<file path="config.mk">
export PLATFORM = sky130hd
export DESIGN_NAME = nibble_serial_adder16
export DESIGN_NICKNAME = d
export VERILOG_FILES = /design/src/rtl/nibble_serial_adder16_pkg.sv /design/src/rtl/nibble_serial_adder16_rca.sv /design/src/rtl/nibble_serial_adder16.sv
export SDC_FILE = /design/constraint.sdc
export NUM_CORES = 1
export LEC_CHECK = 0
export CORE_MARGIN = 2
export CORE_UTILIZATION = 30
export CTS_BUF_LIST = sky130_fd_sc_hd__clkbuf_16
export CTS_CLUSTER_SIZE = 12
export DETAILED_ROUTE_END_ITERATION = 10
export HOLD_SLACK_MARGIN = 0.02
export PLACE_DENSITY_LB_ADDON = 0.12
export SLEW_MARGIN = 20
export SYNTH_ARGS = -nofsm -noshare
export SYNTH_HDL_FRONTEND = slang
export SYNTH_HIERARCHICAL = 1
export SYNTH_SLANG_ARGS = --single-unit
</file>
<file path="constraint.sdc">
create_clock -name clk -period 3.15 [get_ports clk]
set_input_delay 0.63 -clock clk [delete_from_list [all_inputs] [get_ports clk]]
set_output_delay 0.63 -clock clk [all_outputs]
set_load 0.005 [all_outputs]
</file>
<file path="src/rtl/nibble_serial_adder16_pkg.sv">
// Shared definitions for the nibble-serial adder and the parallel adder wrappers.
// This file holds the controller state encodings and the slice width.
package nibble_serial_adder16_pkg;

    localparam int NIB_W = 4;

    typedef enum logic [1:0] {
        IDLE = 2'd0,
        RUN  = 2'd1,
        DONE = 2'd2
    } state_e;

endpackage

</file>
<file path="src/rtl/nibble_serial_adder16_rca.sv">
// 4-bit ripple-carry adder slice.
// The serial adder reuses this one slice for every nibble.
module rca_4bit
    import nibble_serial_adder16_pkg::*;
(
    input  logic [NIB_W-1:0] a,
    input  logic [NIB_W-1:0] b,
    input  logic             cin,
    output logic [NIB_W-1:0] s,
    output logic             cout
);

    logic [NIB_W:0] c;

    always_comb begin
        c    = '0;
        s    = '0;
        c[0] = cin;
        for (int i = 0; i < NIB_W; i++) begin
            s[i]   = a[i] ^ b[i] ^ c[i];
            c[i+1] = (a[i] & b[i]) | (c[i] & (a[i] ^ b[i]));
        end
        cout = c[NIB_W];
    end

endmodule

</file>
<file path="src/rtl/nibble_serial_adder16.sv">
// Multi-cycle WIDTH-bit adder that pushes one nibble per cycle through a shared 4-bit slice.
// The carry between nibbles lives in carry_q; results are returned over a valid/ready handshake.
module nibble_serial_adder16
    import nibble_serial_adder16_pkg::*;
#(
    parameter int WIDTH = 16
) (
    input  logic             clk,
    input  logic             rst,
    input  logic             in_valid,
    output logic             in_ready,
    input  logic [WIDTH-1:0] a,
    input  logic [WIDTH-1:0] b,
    input  logic             cin,
    output logic             out_valid,
    input  logic             out_ready,
    output logic [WIDTH-1:0] sum,
    output logic             cout,
    output logic             ovf
);

    localparam int NIB   = WIDTH / NIB_W;
    localparam int IDX_W = $clog2(NIB);
    localparam logic [IDX_W-1:0] LAST_IDX = IDX_W'(NIB - 1);

    state_e           state_q, state_d;
    logic [IDX_W-1:0] idx_q, idx_d;
    logic             carry_q, carry_d;
    logic [WIDTH-1:0] a_q, a_d, b_q, b_d;
    logic [WIDTH-1:0] sum_q, sum_d;
    logic             cout_q, cout_d;
    logic             ovf_q, ovf_d;

    logic [NIB_W-1:0] a_nib, b_nib, slice_s;
    logic             slice_co;

    assign a_nib = a_q[idx_q*NIB_W +: NIB_W];
    assign b_nib = b_q[idx_q*NIB_W +: NIB_W];

    rca_4bit u_slice (
        .a    (a_nib),
        .b    (b_nib),
        .cin  (carry_q),
        .s    (slice_s),
        .cout (slice_co)
    );

    always_comb begin
        state_d = state_q;
        idx_d   = idx_q;
        carry_d = carry_q;
        a_d     = a_q;
        b_d     = b_q;
        sum_d   = sum_q;
        cout_d  = cout_q;
        ovf_d   = ovf_q;
        case (state_q)
            IDLE: begin
                if (in_valid) begin
                    a_d     = a;
                    b_d     = b;
                    carry_d = cin;
                    idx_d   = '0;
                    state_d = RUN;
                end
            end
            RUN: begin
                sum_d[idx_q*NIB_W +: NIB_W] = slice_s;
                carry_d = slice_co;
                idx_d   = idx_q + 1'b1;
                if (idx_q == LAST_IDX) begin
                    // On the top nibble slice_s[3] is the final sum MSB.
                    cout_d  = slice_co;
                    ovf_d   = (a_q[WIDTH-1] == b_q[WIDTH-1]) && (slice_s[NIB_W-1] != a_q[WIDTH-1]);
                    state_d = DONE;
                end
            end
            DONE: begin
                if (out_ready) begin
                    state_d = IDLE;
                end
            end
            default: state_d = IDLE;
        endcase
    end

    always_ff @(posedge clk) begin
        if (rst) begin
            state_q <= IDLE;
            idx_q   <= '0;
            carry_q <= 1'b0;
            a_q     <= '0;
            b_q     <= '0;
            sum_q   <= '0;
            cout_q  <= 1'b0;
            ovf_q   <= 1'b0;
        end else begin
            state_q <= state_d;
            idx_q   <= idx_d;
            carry_q <= carry_d;
            a_q     <= a_d;
            b_q     <= b_d;
            sum_q   <= sum_d;
            cout_q  <= cout_d;
            ovf_q   <= ovf_d;
        end
    end

    assign in_ready  = (state_q == IDLE);
    assign out_valid = (state_q == DONE);
    assign sum       = sum_q;
    assign cout      = cout_q;
    assign ovf       = ovf_q;

endmodule

</file>
* Yosys cells after proc, flatten, opt, wreduce, memory -nomap -nowiden
Cells that the tools add are included.
Operators by class: add/sub/neg operators 2, $mul 0, div/mod/pow operators 0, magnitude comparators 0, eq/ne operators 8, shift-type cells 4, multiplexer cells 9, bitwise logic cells 20, reductions and logical operators 7
Operators with widths (count):
- 4-bit negation with 34-bit output | 1
- 4-bit by 34-bit variable shift with 16-bit output (first input constant) | 1
- 4-bit by 34-bit indexed part select with 16-bit output | 1
- 16-bit by 5-bit indexed part select with 4-bit output | 2
- 16-bit bitwise mux | 1
- 1-bit AND | 8
- 2-bit two-way mux | 4
- 1-bit XOR | 8
- 2-bit one-hot mux with 3 select lines | 1
- 2-bit AND reduction | 3
- 2-bit equality test (second input constant) | 2
- 2-bit != test (second input constant) | 2
- 1-bit bitwise OR | 4
- 2-bit one-hot mux with 2 select lines | 1
- 3-bit AND reduction | 1
- 2-bit by 1-bit adder with 2-bit output (second input constant) | 1
- 2-bit by 1-bit equality test with 1-bit output (second input constant) | 1
- 2-bit zero test | 1
- 2-bit by 1-bit != test with 1-bit output (second input constant) | 1
- 1-bit one-hot mux with 2 select lines | 1
- 2-bit nonzero test | 1
- 1-bit equality test | 1
- 1-bit logical AND | 1
- 1-bit two-way mux | 1
- 1-bit != test | 1
Storage, ports and cells: bits in registers 55, latch bits 0, RAM bits 0, memory bits (read-only) 0, bits of input ports 37, output and inout bits 20, word-level logic and storage cells 58, memories kept 0

* Longest topological paths before layout
Gate-level depths: netlist of the first run.
word-level depth 11, mapped depth 13, gate-level depth less buffers 12

* Hierarchy
Netlist of the first run, hierarchy kept.
Modules (own cells, without submodules):
- nibble_serial_adder16 | times used 1, cells an instance 272, area an instance 2418.6 µm²
- rca_4bit | times used 1, cells an instance 14, area an instance 117.6 µm²

* Worst setup path after synthesis of the first run
Ideal clock, no wire load.
path kind register to register, from register idx_q[0], to register ovf_q (netlist: ovf), setup time 0.086 ns, arrival 3.030 ns, path slack 0.034 ns, cell stages (with the launch flop) 13, path buffers 1, clock period less this slack 3.116 ns, cells stage by stage dfxtp_1 buf_6 mux4_2 fa_1 inv_1 fa_1 inv_1 fa_1 inv_1 fa_1 inv_1 a21oi_1 a211oi_1
On the way: word-level cells in the longest chain between the ends 11, elaborated cells on any way between the ends 20, classes of those cells eq/ne: 2; shift: 2; bitwise: 14; reduce/logical: 2
Ends and longest elaborated chain:
- from (decl) | RTL line nibble_serial_adder16.sv:27 | logic [IDX_W-1:0] idx_q, idx_d;
- from (signal assigned) | RTL line nibble_serial_adder16.sv:99 | idx_q <= idx_d;
- 16-bit by 5-bit indexed part select with 4-bit output * | RTL line nibble_serial_adder16.sv:37 | assign a_nib = a_q[idx_q*NIB_W +: NIB_W];
- net a_nib[0] | RTL line nibble_serial_adder16.sv:34 | logic [NIB_W-1:0] a_nib, b_nib, slice_s;
- 1-bit XOR | RTL line nibble_serial_adder16_rca.sv:21 | c[i+1] = (a[i] & b[i]) | (c[i] & (a[i] ^ b[i]));
- 1-bit AND | RTL line nibble_serial_adder16_rca.sv:21
- 1-bit bitwise OR * | RTL line nibble_serial_adder16_rca.sv:21
- 1-bit AND * | RTL line nibble_serial_adder16_rca.sv:21
- 1-bit bitwise OR * | RTL line nibble_serial_adder16_rca.sv:21
- 1-bit AND * | RTL line nibble_serial_adder16_rca.sv:21
- 1-bit bitwise OR * | RTL line nibble_serial_adder16_rca.sv:21
- 1-bit XOR * | RTL line nibble_serial_adder16_rca.sv:20 | s[i] = a[i] ^ b[i] ^ c[i];
- net slice_s[3] | RTL line nibble_serial_adder16.sv:34
- 1-bit != test * | RTL line nibble_serial_adder16.sv:74 | ovf_d = (a_q[WIDTH-1] == b_q[WIDTH-1]) && (slice_s[NIB_W-1] != a_q[WIDTH-1]);
- 1-bit logical AND * | RTL line nibble_serial_adder16.sv:74
- to (signal assigned) | RTL line nibble_serial_adder16.sv:105 | ovf_q <= ovf_d;
- to (decl) | RTL line nibble_serial_adder16.sv:32 | logic ovf_q, ovf_d;
Mark *: on every way through the listed nets, which the timed path passes. The rest lies on a longest branch. A chain may end at the register's enable or synchronous reset.

* Worst setup path after layout of the first run
from register idx_q[0], to register sum_q[11] (netlist: sum[11])
On the way: word-level cells in the longest chain between the ends 11, elaborated cells on any way between the ends 23, classes of those cells add/sub: 1; shift: 4; mux: 1; bitwise: 17
Ends and longest elaborated chain:
- 16-bit by 5-bit indexed part select with 4-bit output * | RTL line nibble_serial_adder16.sv:37
- net a_nib[0] | RTL line nibble_serial_adder16.sv:34
- 1-bit XOR | RTL line nibble_serial_adder16_rca.sv:21
- 1-bit AND | RTL line nibble_serial_adder16_rca.sv:21
- 1-bit bitwise OR * | RTL line nibble_serial_adder16_rca.sv:21
- 1-bit AND * | RTL line nibble_serial_adder16_rca.sv:21
- 1-bit bitwise OR * | RTL line nibble_serial_adder16_rca.sv:21
- 1-bit AND * | RTL line nibble_serial_adder16_rca.sv:21
- 1-bit bitwise OR * | RTL line nibble_serial_adder16_rca.sv:21
- 1-bit XOR * | RTL line nibble_serial_adder16_rca.sv:20
- net slice_s[3] | RTL line nibble_serial_adder16.sv:34
- 4-bit by 34-bit indexed part select with 16-bit output * | RTL line nibble_serial_adder16.sv:68 | sum_d[idx_q*NIB_W +: NIB_W] = slice_s;
- 16-bit bitwise mux * | RTL line nibble_serial_adder16.sv:68
- to (signal assigned) | RTL line nibble_serial_adder16.sv:103 | sum_q <= sum_d;
- to (decl) | RTL line nibble_serial_adder16.sv:30 | logic [WIDTH-1:0] sum_q, sum_d;
Marked as above.

==> flow_summary.ini, run 1 <==
[drt]
avgViaCountPerCell = 4.59
drt.antenna.violating_nets = 0
drtPass1Iterations = 4
vias = 2044
route.detailed.drc = 0
routed_wl_um = 5950
wl_per_cell_um = 13.4
first_iter_violations = 51

[grt]
global_route.peak_usage_layer = met2
grt-ovfl-total = 0
grt_use_met3 = 0.0298
grt_max_degree = 40
global_route_wire_length_before_repair_um = 9600
grtUsageMet1 = 0.188
use_met2 = 0.210
first_global_vias = 1939
gr_usage_total = 0.136
antenna_found_initial = 0

[sta]
rsz_0062_raised_after_global_routing = no
crit_path_setup_slack_layout_ns = 0.221
pins_over_slew_limit = 0
fin_tns_setup_ns = 0
fmax_ghz = 0.341
setup_viol = 0
layout_min_cycle_time_ns = 2.93
final_hold_viol_count = 0
fin_skew_ns = 0.00326
min_period_over_period = 0.930
max_slew.worst_pin.slew_ns = 0.710
slew_headroom = 0.527

[cts]
numCtsBuffers = 5
clk_path_buf_depth = 2
clk_root_buffer_cell = clkbuf_16
cts_tree = done
insertion_delay_ns = 0.29
h-tree-depth = 2
clkSlewWorstSetupHoldPaths_ns = 0.07
postCtsHoldBufs = 0
cts.sink_count = 55

[synthesis]
postSynthCellCount = 286
synth-main-ff-cell = dfxtp_1
asyncSetResetFlopFracSynth = 0
synth_register_bits = 55
synth.distinct_cells = 29
synth.yosys.seq_area_share = 0.434
synth_area_leaders = dfxtp_1 43%, nand2_1 12%, a21oi_1 9.9%
dominant_cell_by_count_in_the_synthesized_netlist = nand2_1
synth.cells.most_frequent = 79 x nand2_1, 55 x dfxtp_1, 50 x a21oi_1
post_synth.cell_area_avg_um2 = 8.87
yosysTopAreaCell = dfxtp_1
mappedNetlistArea_mm2 = 0.00254
synth_warnings = 6
netlist.area_leader.share = 0.434
synth_nets = 332
synth_edf_count = 0

[worst_hold_path]
holdCritPathClass = reg2reg
worst_hold_depth = 2

[finish]
layout-drive-gt1-share = 0.0882
finalCoreUtilization = 0.402
diodes = 0
layoutNonFillerInstCount = 445
final_nets = 385
synthToLayoutAreaGrowth_pct = 30.1

[placement]
gp_routability_congestion = 0.784
placement.io_buffers = 56
place_inst = 436
detailedPlace.worstSlack_ns = 0.0110
dpl.hpwl_um = 4320

[setup_path]
rr_worst_depth = 12
crit_path_end_kind = flop
required_ns = 3.37
timing.critical_path.arrival_ns = 3.15
critPathKind = reg2reg
crit_path_start_kind = flop
critical_path.max_fanout = 5

[floorplanning]
placeableCoreArea_mm2 = 0.00822
row_count = 33
floorplan.die_area_mm2 = 0.00921
die_w_um = 95.9
pin_count = 57
initial_utilization = 0.309
die-height_um = 95.9

[run]
max_cap_violations = 0

[pwr]
power_after_layout_w = 0.00150
ir_drop_v = 0.000203
pwr_density_cell_mw_per_mm2 = 454
p_leak_nw = 1.18

[outcome]
result_of_the_run = completed
layout by cell type, fill, tap and decap left out:
cell type        synthesis  routed
inv_1                   17      18
mux4_2                   7       7
nor3_1                   2       2
nor3b_2                  2       1
nor2_1                   4       4
nand2_1                 79      79
clkbuf_16                0       5
inv_2                    0       1
o32ai_1                  4       4
nor2b_1                  2       2
nor4b_2                  2       2
mux2i_1                  1       1
ha_1                     5       5
mux4_1                   1       1
a211oi_1                 1       1
nand3b_2                 1       1
and3b_1                  4       4
clkdlybuf4s50_1          0      55
fa_2                     0       1
buf_2                    6       1
o21bai_1                 1       1
and4bb_1                 1       1
dfxtp_1                 55      54
a21oi_1                 50      50
nand3b_1                 4       4
nand3_1                 12      12
nand2b_1                 6       6
or3b_1                   2       2
buf_4                    0       8
clkinv_2                 0       1
nand4b_1                 1       1
dfxtp_4                  0       1
nor3b_4                  0       1
fa_1                     4       3
kinds of logic after synthesis:
family,count (synthesis),synth area share
AND/OR/NAND/NOR,122,0.237
AO/OA/AOI/OAI,56,0.118
flip-flops,55,0.434
buffers and inverters,35,0.0775
multiplexers,9,0.0765
adder cells (fa/ha/maj),9,0.0562
where the power goes:
part	leakage [nW]	total (W)	switching (W)	internal [W]
combinational	0.657	0.000217	0.000106	0.000112
clock	0.0762	0.000532	0.000244	0.000288
sequential	0.449	0.000747	0.0000224	0.000725
total	1.18	0.00150	0.000372	0.00112
metrics by stage:
step | hold slack, ns | instance area, um^2
after CTS | 0.456 | 3290
after global routing | 0.465 | 3300
final | 0.454 | 3300
after floorplan | 0.429 | 2540
after detailed placement | 0.447 | 3150
after global placement | 0.442 | 3150
worst max-delay path: stages (launching register included):
cell     delay, ns
dfxtp_4       0.38
mux4_2        0.53
fa_1          0.42
inv_1         0.08
fa_1          0.17
inv_1         0.06
fa_2          0.33
inv_1         0.07
fa_1          0.41
inv_2         0.07
buf_4         0.13
nand3_1       0.07
a21oi_1       0.14
metal layers:
metal,up-vias,wire (um)
met5,-,0
li1,1066,-
met1,925,2900
met2,46,2740
met4,0,70
met3,7,242
layout make-up:
| type | count | area (um^2) |
|---|---|---|
| well taps | 105 | 131 |
| inverters | 17 | 63.8 |
| fillers | 877 | 4920 |
| flip-flops and latches | 55 | 1100 |
| repair buffers | 64 | 616 |
| clock buffers | 5 | 125 |
| multi-input cells | 196 | 1250 |
| clock inverters | 3 | 12.5 |
registers in the layout, indices dropped and copies added, names as in the netlist:
name	cells
b_q	16
ovf	1
state_q	2
a_q	16
carry_q	1
idx_q	2
sum	16
cout	1
timing repair:
item / CTS / global route
setup endpoints to repair: 3 / 5
hold endpoints to repair: 0 / 0
gates resized for setup: 1 / 3
pin swaps: 0 / 1
setup buffers: 0 / 1
path summary, 6_finish.rpt:
kind / startpoint / to / slack (ns)
worst min-delay path: a_q[4] / a_q[4] / 0.45
worst max register to register: idx_q[0] / sum[11] / 0.22
worst max-delay path: idx_q[0] / sum[11] / 0.22
worst min register to register: a_q[4] / a_q[4] / 0.45
(Power assumes the default switching activity.)
==> inputs of run 2 (changes only) <==
--- a/config.mk
+++ b/config.mk
@@ -8,7 +8,7 @@
 export CORE_MARGIN = 2
 export CORE_UTILIZATION = 30
 export CTS_BUF_LIST = sky130_fd_sc_hd__clkbuf_16
-export CTS_CLUSTER_SIZE = 12
+export CTS_CLUSTER_SIZE = 20
 export DETAILED_ROUTE_END_ITERATION = 10
 export HOLD_SLACK_MARGIN = 0.02
 export PLACE_DENSITY_LB_ADDON = 0.12
==> results of run 2 <==
Same layout as run 1: the final DEF is identical, and so are final timing and power.
